<file path="config.mk">
export PLATFORM = sky130hd
export DESIGN_NAME = player_link_ctl_flat
export DESIGN_NICKNAME = d
export VERILOG_FILES = /design/src/rtl/dh_link_pkg.sv /design/src/rtl/player_link_ctl_if.sv /design/src/rtl/link_input_filter.sv /design/src/rtl/player_link_ctl.sv /design/src/flat_wrapper.sv
export SDC_FILE = /design/constraint.sdc
export NUM_CORES = 1
export LEC_CHECK = 0
export CAP_MARGIN = 20
export CORE_MARGIN = 4
export CORE_UTILIZATION = 35
export DETAILED_ROUTE_END_ITERATION = 8
export PLACE_DENSITY = 0.55
export SETUP_SLACK_MARGIN = 0.2
export SLEW_MARGIN = 20
export SYNTH_ARGS = -nofsm -noshare
export SYNTH_HDL_FRONTEND = slang
export SYNTH_SLANG_ARGS = --single-unit
</file>
<file path="constraint.sdc">
create_clock -name clk -period 5 [get_ports clk]
set_input_delay 1.25 -clock clk [delete_from_list [all_inputs] [get_ports clk]]
set_output_delay 1.25 -clock clk [all_outputs]
set_load 0.05 [all_outputs]
</file>
<file path="src/rtl/dh_link_pkg.sv">
// dh_link_pkg: shared pause states and bus widths for the two-board link
package dh_link_pkg;
  localparam int SCORE_W = 4;
  localparam int LINK_W = 6;
  typedef enum logic [1:0] {RUN, PAUSED, RESUME} pause_state_t;
  typedef logic [LINK_W-1:0] link_bus_t;
endpackage

</file>
<file path="src/rtl/player_link_ctl_if.sv">
// player_link_ctl_if: game-side and pin-side signals of the board link
interface player_link_ctl_if;
  import dh_link_pkg::*;
  logic local_pause;
  logic local_reload;
  logic [SCORE_W-1:0] local_score;
  logic player2_pause_raw;
  logic player2_reload_raw;
  logic [SCORE_W-1:0] player2_score_raw;
  logic player1_pause;
  logic player1_reload;
  logic [SCORE_W-1:0] player1_score;
  logic [SCORE_W-1:0] remote_score;
  logic remote_reload;
  logic game_paused;
  modport master (
    output local_pause, local_reload, local_score,
    output player2_pause_raw, player2_reload_raw, player2_score_raw,
    input player1_pause, player1_reload, player1_score,
    input remote_score, remote_reload, game_paused
  );
  modport slave (
    input local_pause, local_reload, local_score,
    input player2_pause_raw, player2_reload_raw, player2_score_raw,
    output player1_pause, player1_reload, player1_score,
    output remote_score, remote_reload, game_paused
  );
endinterface

</file>
<file path="src/rtl/link_input_filter.sv">
// link_input_filter: synchronise a raw bus and accept a value only once it has held steady
module link_input_filter #(
  parameter int WIDTH = 1,
  parameter int SYNC_STAGES = 2,
  parameter int STABLE_CYCLES = 650000
) (
  input  logic             clk,
  input  logic             rst,
  input  logic [WIDTH-1:0] d_i,
  output logic [WIDTH-1:0] q_o
);
  localparam int CW = $clog2(STABLE_CYCLES) + 1;
  localparam logic [CW-1:0] LAST = CW'(STABLE_CYCLES - 1);
  logic [SYNC_STAGES-1:0][WIDTH-1:0] sync_q;
  logic [WIDTH-1:0] sample_q;
  logic [WIDTH-1:0] q_q;
  logic [CW-1:0] cnt_q;
  // synchroniser chain, stability counter (saturating) and accepted value
  always_ff @(posedge clk)
    if (rst) begin
      sync_q <= '0;
      sample_q <= '0;
      cnt_q <= '0;
      q_q <= '0;
    end else begin
      sync_q <= {sync_q[SYNC_STAGES-2:0], d_i};
      sample_q <= sync_q[SYNC_STAGES-1];
      cnt_q <= (sync_q[SYNC_STAGES-1] != sample_q) ? '0 : (cnt_q == LAST) ? cnt_q : cnt_q + CW'(1);
      if (cnt_q == LAST) q_q <= sample_q;
    end
  assign q_o = q_q;
endmodule

</file>
<file path="src/rtl/player_link_ctl.sv">
// player_link_ctl: filters the remote link bus, drives the local one and runs the shared pause FSM
module player_link_ctl
  import dh_link_pkg::*;
#(
  parameter int SYNC_STAGES = 2,
  parameter int STABLE_CYCLES = 650000,
  parameter int PULSE_CYCLES = 1300000,
  parameter int RESUME_CYCLES = 65000000
) (
  input logic clk,
  input logic rst,
  player_link_ctl_if.slave link
);
  localparam int PW = $clog2(PULSE_CYCLES) + 1;
  localparam int RW = $clog2(RESUME_CYCLES) + 1;
  logic [SCORE_W-1:0] score_f;
  logic pause_f;
  logic reload_f;
  logic reload_f_q;
  logic pause_any;
  logic [PW-1:0] pulse_q;
  logic [PW-1:0] pulse_d;
  logic [RW-1:0] resume_q;
  pause_state_t state_q;
  logic game_paused_q;
  logic p1_pause_q;
  logic [SCORE_W-1:0] p1_score_q;
  link_input_filter #(.WIDTH(SCORE_W), .SYNC_STAGES(SYNC_STAGES), .STABLE_CYCLES(STABLE_CYCLES)) u_score (
    .clk(clk), .rst(rst), .d_i(link.player2_score_raw), .q_o(score_f)
  );
  link_input_filter #(.WIDTH(1), .SYNC_STAGES(SYNC_STAGES), .STABLE_CYCLES(STABLE_CYCLES)) u_pause (
    .clk(clk), .rst(rst), .d_i(link.player2_pause_raw), .q_o(pause_f)
  );
  link_input_filter #(.WIDTH(1), .SYNC_STAGES(SYNC_STAGES), .STABLE_CYCLES(STABLE_CYCLES)) u_reload (
    .clk(clk), .rst(rst), .d_i(link.player2_reload_raw), .q_o(reload_f)
  );
  assign pause_any = link.local_pause | pause_f;
  // a new local reload restarts the stretch, otherwise count down to zero
  always_comb pulse_d = link.local_reload ? PW'(PULSE_CYCLES) : pulse_q - PW'(pulse_q != '0);
  // outgoing bus copies, stretch counter and filtered-reload history
  always_ff @(posedge clk)
    if (rst) begin
      p1_pause_q <= 1'b0;
      p1_score_q <= '0;
      pulse_q <= '0;
      reload_f_q <= 1'b0;
    end else begin
      p1_pause_q <= link.local_pause;
      p1_score_q <= link.local_score;
      pulse_q <= pulse_d;
      reload_f_q <= reload_f;
    end
  // shared pause/resume sequencing; game_paused tracks the state being entered
  always_ff @(posedge clk)
    if (rst) begin
      state_q <= RUN;
      resume_q <= '0;
      game_paused_q <= 1'b0;
    end else
      case (state_q)
        RUN: if (pause_any) begin
          state_q <= PAUSED;
          game_paused_q <= 1'b1;
        end
        PAUSED: if (!pause_any) begin
          state_q <= RESUME;
          resume_q <= '0;
        end
        RESUME: if (pause_any) state_q <= PAUSED;
          else if (resume_q == RW'(RESUME_CYCLES - 1)) begin
            state_q <= RUN;
            game_paused_q <= 1'b0;
          end else resume_q <= resume_q + RW'(1);
        default: begin
          state_q <= RUN;
          game_paused_q <= 1'b0;
        end
      endcase
  assign link.player1_pause = p1_pause_q;
  assign link.player1_score = p1_score_q;
  assign link.player1_reload = pulse_q != '0;
  assign link.remote_score = score_f;
  assign link.remote_reload = reload_f & ~reload_f_q;
  assign link.game_paused = game_paused_q;
endmodule
</file>
<file path="src/flat_wrapper.sv">
// flat-port wrapper written by rule: the top's interface ports become plain ports
module player_link_ctl_flat import dh_link_pkg::*;
#(
  parameter int SYNC_STAGES = 2,
  parameter int STABLE_CYCLES = 650000,
  parameter int PULSE_CYCLES = 1300000,
  parameter int RESUME_CYCLES = 65000000
)
  (clk, rst, link_local_pause, link_local_reload, link_local_score, link_player2_pause_raw, link_player2_reload_raw, link_player2_score_raw, link_player1_pause, link_player1_reload, link_player1_score, link_remote_score, link_remote_reload, link_game_paused);
  player_link_ctl_if link_i ();
  input logic clk;
  input logic rst;
  input wire logic [$bits(link_i.local_pause)-1:0] link_local_pause;
  input wire logic [$bits(link_i.local_reload)-1:0] link_local_reload;
  input wire logic [$bits(link_i.local_score)-1:0] link_local_score;
  input wire logic [$bits(link_i.player2_pause_raw)-1:0] link_player2_pause_raw;
  input wire logic [$bits(link_i.player2_reload_raw)-1:0] link_player2_reload_raw;
  input wire logic [$bits(link_i.player2_score_raw)-1:0] link_player2_score_raw;
  output wire logic [$bits(link_i.player1_pause)-1:0] link_player1_pause;
  output wire logic [$bits(link_i.player1_reload)-1:0] link_player1_reload;
  output wire logic [$bits(link_i.player1_score)-1:0] link_player1_score;
  output wire logic [$bits(link_i.remote_score)-1:0] link_remote_score;
  output wire logic [$bits(link_i.remote_reload)-1:0] link_remote_reload;
  output wire logic [$bits(link_i.game_paused)-1:0] link_game_paused;
  assign link_i.local_pause = link_local_pause;
  assign link_i.local_reload = link_local_reload;
  assign link_i.local_score = link_local_score;
  assign link_i.player2_pause_raw = link_player2_pause_raw;
  assign link_i.player2_reload_raw = link_player2_reload_raw;
  assign link_i.player2_score_raw = link_player2_score_raw;
  assign link_player1_pause = link_i.player1_pause;
  assign link_player1_reload = link_i.player1_reload;
  assign link_player1_score = link_i.player1_score;
  assign link_remote_score = link_i.remote_score;
  assign link_remote_reload = link_i.remote_reload;
  assign link_game_paused = link_i.game_paused;
  player_link_ctl #(.SYNC_STAGES(SYNC_STAGES), .STABLE_CYCLES(STABLE_CYCLES), .PULSE_CYCLES(PULSE_CYCLES), .RESUME_CYCLES(RESUME_CYCLES)) u_core (.clk(clk), .rst(rst), .link(link_i));
endmodule
</file>
==> flow_metrics.py <==
metrics = {
    "route": {
        "viasPerCell": 5.21,
        "top_layer_used": "met4",
        "finalWirelength_um": 13900,
        "vias": 5110,
        "ant_nets": 0,
        "drt-met1-wl_um": 6600,
        "drc": 0,
        "met3WireLength_um": 553,
        "drt_iter0_drc": 323,
        "first_pass_iters": 4,
        "wl_met2_um": 6570,
        "wl_per_cell_um": 14.2,
    },
    "clock_network": {
        "cts_tree": "built",
        "cts_root_buf": "clkbuf_16",
        "clk_latency_ns": 0.42,
        "clkTransAtPathRegs_ns": 0.06,
        "cts_max_level": 4,
        "cts_resized": 0,
        "cts_hold_buf": 0,
        "post-cts-setup-buffers": 0,
        "clkSinkCount": 145,
        "cts_max_path_buffers": 2,
        "cts_buffers": 17,
    },
    "sta": {
        "hold_viol": 0,
        "finalSetupTns_ns": 0,
        "finClkSkew_ns": 0.00976,
        "slew_viol_final": 0,
        "rsz0062_at_grt": "false",
        "fmax_mhz": 249,
        "relSlewSlack_pct": 30.5,
        "finalCritPeriodShare_pct": 80.4,
        "setup_violations": 0,
        "worstMarginPinSlew_ns": 1.03,
        "hold_slack_ns": 0.435,
        "min_period_ns": 4.02,
    },
    "final_layout": {
        "regArea_um2": 2900,
        "design_area_um2": 7520,
        "area_growth_pct": 16.5,
        "drive_gt1_share_pct": 7.18,
        "stdcell_count": 981,
        "multiInputGateArea_um2": 3390,
        "layout.nets": 759,
        "n_antenna_cell": 0,
        "nFillCells": 1799,
    },
    "synth": {
        "yosys.area.top_type": "dfxtp_1",
        "ys_ff_latch": 145,
        "synth_nets": 739,
        "ys_types": 68,
        "yosysMostFrequentCell": "dfxtp_1",
        "synth_edf_count": 0,
        "synth-async-reset-ratio_pct": 0,
        "synth_cells": 719,
        "synthTopCellsByArea": "dfxtp_1, xor2_1, nor2_1",
        "netlist_area_um2": 6460,
        "synth_common_cells": "dfxtp_1, nor2_1, xor2_1, nand2_1, nand3_1",
        "seq_area_frac_synth_pct": 45.0,
        "ys_warn_count": 0,
        "synth.avg_cell_area_um2": 8.98,
        "synth_top_area_share_pct": 45.0,
        "synth_ff_type": "dfxtp_1",
    },
    "floorplan": {
        "fp.dieH_um": 144,
        "core_area_um2": 18000,
        "die_w_um": 144,
        "num_rows": 49,
        "start_util_pct": 35.8,
        "io_pins": 26,
        "die_area_um2": 20700,
    },
    "global_route": {
        "grt_pass1_vias": 5091,
        "track_usage_pct": 14.3,
        "grt_max_degree": 47,
        "grt_overflow_total": 0,
        "grt_pass1_wl_um": 24200,
        "antenna_found_initial": 0,
    },
    "critical_path": {
        "slowest_stage": "clkdlybuf4s50_1",
        "path_max_fanout": 6,
        "cpPeakStageDelay_ns": 0.75,
        "start_kind": "flip-flop",
        "cp_cell_sequence": "or4_1 -> nor2_1 -> nand4_1 -> clkdlybuf4s50_1",
        "cp-end-kind": "primary output",
        "worstPathArrival_ns": 2.77,
        "critical_path_required_ns": 3.75,
        "crit_type": "reg2out",
    },
    "run": {
        "drv_cap": 0,
    },
    "placed_design": {
        "dp.cells": 949,
        "port_buffers": 25,
        "hpwl_um": 9490,
        "placed_area_um2": 6870,
        "place.gp.congestion": 0.855,
    },
    "worst_hold_path": {
        "hold_path_class": "reg2reg",
    },
    "pwr": {
        "power_leakage_nw": 2.75,
        "cellPowerDensity_nw_per_um2": 366,
        "vdd.ir_drop.worst_v": 0.000237,
    },
    "outcome": {
        "status": "finished, final reports clean",
    },
}
area by class of cell:
cell class | count | share of cell area [%]
Clock buffer | 18 | 5.71
Clock inverter | 14 | 2.83
Inverter | 13 | 0.649
Multi-Input combinational cell | 536 | 45.1
Sequential cell | 145 | 38.6
Tap cell | 229 | 3.81
Timing Repair Buffer | 26 | 3.36
state kept, by name (all words and copies together), names as in the netlist, 2 cells and up:
| signal | cells |
|---|---|
| u_core.u_pause.sync_q | 2 |
| u_core.u_score.q_o | 4 |
| u_core.pulse_q | 22 |
| u_core.resume_q | 27 |
| u_core.link.player1_score | 4 |
| u_core.u_reload.cnt_q | 21 |
| u_core.u_score.cnt_q | 21 |
| u_core.u_score.sync_q | 8 |
| u_core.u_score.sample_q | 4 |
| u_core.u_reload.sync_q | 2 |
| u_core.state_q | 2 |
| u_core.u_pause.cnt_q | 21 |
kinds of logic (layout without fill, tap and decap cells):
| family | count (synthesis) | in the layout | share of synthesized area [%] |
|---|---|---|---|
| DFF | 145 | 145 | 45.0 |
| xor gates and xnor gates | 78 | 78 | 10.6 |
| muxes | 10 | 10 | 1.55 |
| and+or+nand+nor | 360 | 360 | 30.8 |
| adders and majority gates | 6 | 6 | 1.16 |
| buffers and inverters | 38 | 71 | 2.69 |
| AOI/OAI and AO/OA | 82 | 82 | 8.31 |
metal layers:
metal  up-vias  track usage, %
li1       2606               -
met2        73            23.3
met1      2414            18.4
met4         0            4.71
met3        17            3.86
met5         -               0
where the power goes:
group	internal [mW]	switching [mW]	total [mW]
clock network	0.885	0.498	1.38
logic	0.0642	0.0996	0.164
registers	1.18	0.0256	1.21
total	2.13	0.623	2.76
cells in the final DEF (no fill, tap or decap), types with 3 or more instances in the layout:
| master | n |
|---|---|
| a211o_1 | 8 |
| a21oi_1 | 25 |
| a31oi_1 | 3 |
| and2_1 | 5 |
| and3_1 | 28 |
| and4_1 | 8 |
| bufinv_16 | 5 |
| clkbuf_16 | 17 |
| clkdlybuf4s50_1 | 24 |
| clkinv_2 | 4 |
| clkinv_4 | 3 |
| dfxtp_1 | 145 |
| ha_1 | 6 |
| inv_1 | 11 |
| mux2i_1 | 10 |
| nand2_1 | 42 |
| nand3_1 | 37 |
| nand4_1 | 27 |
| nand4b_1 | 3 |
| nor2_1 | 93 |
| nor2b_1 | 30 |
| nor3_1 | 18 |
| nor3_2 | 3 |
| nor4_1 | 18 |
| nor4b_1 | 4 |
| nor4bb_1 | 3 |
| o211ai_1 | 6 |
| o21ai_0 | 18 |
| o311ai_0 | 3 |
| or3_1 | 13 |
| or4_1 | 5 |
| xnor2_1 | 26 |
| xor2_1 | 52 |
path summary, 6_finish.rpt:
path | cells past startpoint | endpoint | startpoint | slack, ns
setup / recovery | 4 | link_player1_reload | u_core.pulse_q[5] | 0.98
hold / removal | 1 | u_core.u_reload.sync_q[1] | u_core.u_reload.sync_q[0] | 0.44
setup reg to reg | 10 | u_core.pulse_q[16] | u_core.pulse_q[5] | 2.00
hold reg to reg | 1 | u_core.u_reload.sync_q[1] | u_core.u_reload.sync_q[0] | 0.44
critical path, delay by kind of cell, from the launching register on:
kind | cells | cell delay [ns]
AND/OR/NAND/NOR | 3 | 1.24
buffers and inverters | 1 | 0.75
flip-flops | 1 | 0.35
per-stage QoR:
stage | worst slack, ns | utilization, % | power (mW)
2_1_floorplan | 1.63 | - | 1.36
3_3_place_gp | 1.31 | 38.1 | 1.39
3_5_place_dp | 1.20 | 38.1 | 1.40
4_1_cts | 0.931 | 41.7 | 2.80
5_1_grt | 0.799 | 41.7 | 2.87
6_report | 0.979 | 41.7 | 2.76
No activity file was read; power rests on OpenSTA's default activity.
